## config.mk

```make
export PLATFORM = sky130hd
export DESIGN_NAME = modbus_exception_check
export DESIGN_NICKNAME = d
export VERILOG_FILES = /design/src/rtl/modbus_exception_check.sv
export SDC_FILE = /design/constraint.sdc
export NUM_CORES = 1
export LEC_CHECK = 0
export ABC_AREA = 1
export BUFFER_PORTS_ARGS = -buffer_cell sky130_fd_sc_hd__buf_2
export CORE_MARGIN = 3
export CORE_UTILIZATION = 56
export DETAILED_ROUTE_END_ITERATION = 12
export PLACE_DENSITY = 0.8
export RECOVER_POWER = 25
export SYNTH_ARGS = -nofsm -noshare
export SYNTH_HDL_FRONTEND = slang
export SYNTH_SLANG_ARGS = --single-unit
```

## constraint.sdc

```tcl
create_clock -name clk_in -period 2.2 [get_ports clk_in]
set_input_delay 0.22 -clock clk_in [delete_from_list [all_inputs] [get_ports clk_in]]
set_output_delay 0.22 -clock clk_in [all_outputs]
set_load 0.005 [all_outputs]
```

## src/rtl/modbus_exception_check.sv

```systemverilog
// Validates a received Modbus RTU request (CRC, function, address, value) and
// reports one exception code per frame. Optional macro: EXCEPTIONS_WR_VALUE_CHECK_EN.
module modbus_exception_check #(
   parameter logic [15:0] REG_NUM      = 16'd2,
   parameter logic [15:0] QTY_MAX      = 16'd125,
   parameter logic [15:0] WR_VALUE_MAX = 16'hFFFF,
   parameter logic [15:0] CRC_TIMEOUT  = 16'd1000
) (
   input  logic        clk_in,
   input  logic        rst_n_in,
   input  logic        rx_message_done,
   input  logic [7:0]  func_code,
   input  logic [15:0] addr,
   input  logic [15:0] data,
   input  logic [15:0] crc_rx_code,
   input  logic        crc_done,
   input  logic [15:0] crc_rx_calc,
   output logic        exception_done,
   output logic [7:0]  exception
);

   typedef enum logic {IDLE, WAIT_CRC} state_t;

   state_t      state, state_next;
   logic [15:0] timer, timer_next;
   logic [7:0]  func_q;
   logic [15:0] addr_q, data_q, crc_code_q;
   logic        latch_en, eval_en;
   logic        wr_value_bad;
   logic [16:0] rd_end;
   logic [7:0]  result;

`ifdef EXCEPTIONS_WR_VALUE_CHECK_EN
   assign wr_value_bad = (data_q > WR_VALUE_MAX);
`else
   // Tied off: every 16-bit write value is legal in this build.
   assign wr_value_bad = 1'b0 & (data_q > WR_VALUE_MAX);
`endif

   // 17-bit end address so addr + quantity cannot wrap past REG_NUM.
   assign rd_end = {1'b0, addr_q} + {1'b0, data_q};

   always_comb begin
      result = 8'h00;
      if (crc_rx_calc != {crc_code_q[7:0], crc_code_q[15:8]}) begin
         result = 8'hFF;
      end else if (func_q == 8'h03) begin
         if (data_q == 16'd0 || data_q > QTY_MAX)
            result = 8'h03;
         else if (rd_end > {1'b0, REG_NUM})
            result = 8'h02;
      end else if (func_q == 8'h06) begin
         if (addr_q >= REG_NUM)
            result = 8'h02;
         else if (wr_value_bad)
            result = 8'h03;
      end else begin
         result = 8'h01;
      end
   end

   always_comb begin
      state_next = state;
      timer_next = timer;
      latch_en   = 1'b0;
      eval_en    = 1'b0;
      case (state)
         IDLE: begin
            if (rx_message_done) begin
               latch_en   = 1'b1;
               timer_next = 16'd0;
               state_next = WAIT_CRC;
            end
         end
         WAIT_CRC: begin
            // A fresh frame takes precedence over a coincident crc_done.
            if (rx_message_done) begin
               latch_en   = 1'b1;
               timer_next = 16'd0;
            end else if (crc_done) begin
               eval_en    = 1'b1;
               timer_next = 16'd0;
               state_next = IDLE;
            end else if (timer >= CRC_TIMEOUT - 16'd1) begin
               timer_next = 16'd0;
               state_next = IDLE;
            end else begin
               timer_next = timer + 16'd1;
            end
         end
         default: begin
            timer_next = 16'd0;
            state_next = IDLE;
         end
      endcase
   end

   always_ff @(posedge clk_in or negedge rst_n_in) begin
      if (!rst_n_in) begin
         state          <= IDLE;
         timer          <= 16'd0;
         func_q         <= 8'h00;
         addr_q         <= 16'd0;
         data_q         <= 16'd0;
         crc_code_q     <= 16'd0;
         exception      <= 8'h00;
         exception_done <= 1'b0;
      end else begin
         state          <= state_next;
         timer          <= timer_next;
         exception_done <= eval_en;
         if (latch_en) begin
            func_q     <= func_code;
            addr_q     <= addr;
            data_q     <= data;
            crc_code_q <= crc_rx_code;
         end
         if (eval_en)
            exception <= result;
      end
   end

endmodule

```

==> summary.txt <==
fmax - 497 MHz
vias in the first global route - 3982
Die Width - 96.4 um
Arr. time, crit path - 2.27 ns
Area growth syn-to-layout - 16.6%
Post-Place Cell Area - 5070 um^2
max-slew violations - 0
synthesized instance count - 621
RD Place Congestion - 0.875
mean post-synth cell area - 7.37 um^2
DP HPWL - 8430 um
clock insertion delay at the later pin of the skew report - 0.36 ns
ant diodes - 0
Final Hold Fails - 0
EDFF count, synth - 0
layout cells sized above 1 - 19.8%
H-tree depth - 3
status - complete, no violations
DR iter-0 viols - 227
Worst Setup Start Kind - flip-flop
vias per inst - 5.08
Post-Synthesis Net Count - 715
CTS tree - built
Routed wire per std cell - 13.3 um
dominant synthesized flop cell - dfrtp_1
DRC Markers - 0
Setup-failing EPs final - 0
final instance count without filler cells - 810
GRT overflow - 0
global-route wire length before repair - 17600 um
DIE AREA - 9290 um^2
Required @ worst endpoint - 2.46 ns
DRT Pass-1 Iters - 4
Detailed Route WL - 10700 um
root buffer cell - clkbuf_8
Max VDD drop - 369 uV
largest net degree at the start of global routing - 63
Yosys reg bits - 77
sequential fraction of the synthesis area - 42.1%
Cell Rows - 32
class of the worst hold path - in -> reg
initial antenna violation count - 0
clock skew - 0.0108 ns
PortBufs - 84
IO Count - 85
Worst slew margin - 27.0%
core area - 7850 um^2
critical path class - reg -> reg
crit path max fanout - 4
Max Cap Violations - 0
Synth Cell Area - 4580 um^2
Antenna Violating Nets Remaining - 0
Final #Nets - 799
crit end category - flip-flop
RSZ-0062 raised after global routing - false
Worst Tran Pin Value - 1.09 ns
min Tclk post-route - 2.01 ns
DP Worst Slack - 0.0874 ns
clk buf depth - 2
Starting Density - 58.3%
most frequent cells in the layout - 216 x nand2_1, 92 x inv_1, 83 x buf_2
worst setup margin - 0.190 ns
synth unique cells - 41
LEAKAGE - 2.88 nW
Vias - 4117
Worst-path clk slew - 0.08 ns
post-synthesis async set-or-reset flop share - 100%
synth warn - 0
cell area power density - 682 nW/um^2
commonest non-fill, non-tap cell in the layout - nand2_1
CTS sink count - 77
Tot GR Track Use - 24.5%
final instance area - 5340 um^2
CTS Buf Count - 9
setup_tns - 0 ns
Fin Hold WS - 0.0574 ns
die height - 96.4 um
Final Cycle Share - 91.4%
DP Cell Count - 794
-- final timing paths --
check,from,depth (start not counted),slack [ns],to
worst max-delay path,data_q[0]$_DFFE_PN0P_,15,0.19,exception[1]$_DFFE_PN0P_
worst min-delay path,addr[4],3,0.06,addr_q[4]$_DFFE_PN0P_
worst max register to register,data_q[0]$_DFFE_PN0P_,15,0.19,exception[1]$_DFFE_PN0P_
worst min register to register,func_q[3]$_DFFE_PN0P_,2,0.49,func_q[3]$_DFFE_PN0P_
max in group asynchronous,rst_n_in,3,0.75,data_q[7]$_DFFE_PN0P_
min in group asynchronous,rst_n_in,2,0.60,timer[0]$_DFFE_PN0P_
-- layer usage --
metal	routed length (um)	track usage [%]	vias to the layer above
met5	0	0	-
met4	165	8.06	0
li1	-	-	2087
met1	4740	32.0	1917
met3	650	5.65	16
met2	5190	40.6	97
-- layout make-up --
cell class | count | area, um^2
timing repair buffer | 91 | 475
sequential | 77 | 1930
clock inverter | 4 | 73.8
inverter | 97 | 364
clock buffer | 10 | 138
multi-input combinational | 429 | 2230
fill | 701 | 2510
tap | 102 | 128
-- state kept, by name (all words and copies together), names as in the netlist --
name and cells:
timer 16, func_q 8, crc_code_q 16, exception 3, state 1, exception_done 1
data_q 16, addr_q 16
-- power by group --
part | switching [mW] | internal [mW] | total, mW
logic | 0.523 | 0.344 | 0.867
clock network | 0.523 | 0.658 | 1.18
registers | 0.0796 | 1.51 | 1.59
total | 1.13 | 2.51 | 3.64
-- metrics by stage --
| step | utilization [%] | power (mW) |
|---|---|---|
| 2_1_floorplan | - | 2.20 |
| 4_1_cts | 67.5 | 3.64 |
| 6_report | 68.0 | 3.64 |
| 3_3_place_gp | 64.7 | 2.44 |
| 3_5_place_dp | 64.7 | 2.46 |
| 5_1_grt | 68.0 | 3.85 |
-- cells in the mapped netlist (2+ instances only) --
cell type | n | area, um^2
or2_2 | 3 | 18.8
and3_1 | 2 | 12.5
a21oi_4 | 2 | 32.5
a21oi_1 | 6 | 30.0
dfrtp_1 | 77 | 1930
nand4_1 | 9 | 56.3
nand2_1 | 216 | 811
inv_1 | 93 | 349
xor2_1 | 8 | 70.1
ha_1 | 17 | 213
o22ai_1 | 7 | 43.8
nor2_1 | 42 | 158
clkbuf_1 | 9 | 33.8
xnor2_1 | 11 | 96.3
nand3b_1 | 5 | 37.5
nand2_2 | 10 | 62.6
buf_2 | 3 | 15.0
nor3_1 | 5 | 25.0
nor4_1 | 2 | 12.5
buf_4 | 5 | 37.5
nand3_1 | 30 | 150
inv_2 | 4 | 15.0
o21ai_0 | 37 | 185
-- worst max-delay path, cell delays in order, from the launching register on --
cell and delay (ns):
dfrtp_1 0.38, ha_1 0.17, inv_1 0.06, fa_2 0.36, inv_2 0.07, nand3_2 0.09
nand2_4 0.11, nand2_2 0.06, nand2_2 0.07, nand2_1 0.05, a21oi_1 0.12, nand3b_1 0.09
nor2_1 0.11, nand2_1 0.07, nand2_1 0.07, a21oi_2 0.05
-- timing repair --
action | in CTS | in global routing
setup buffers | 0 | 1
hold buffers | 1 | 0
endpoints found under the hold margin | 43 | 0
setup endpoints to repair | 0 | 1
gates resized for setup | 0 | 6
-- logic make-up after synthesis --
logic type                 after synthesis  synth area share, %
adders and majority gates               18                 5.08
DFF                                     77                 42.1
and+or+nand+nor                        334                 31.8
buffers and inverters                  115                 9.92
xor gates and xnor gates                19                 3.64
AOI/OAI and AO/OA                       58                 7.49
No activity file was read; power rests on OpenSTA's default activity.
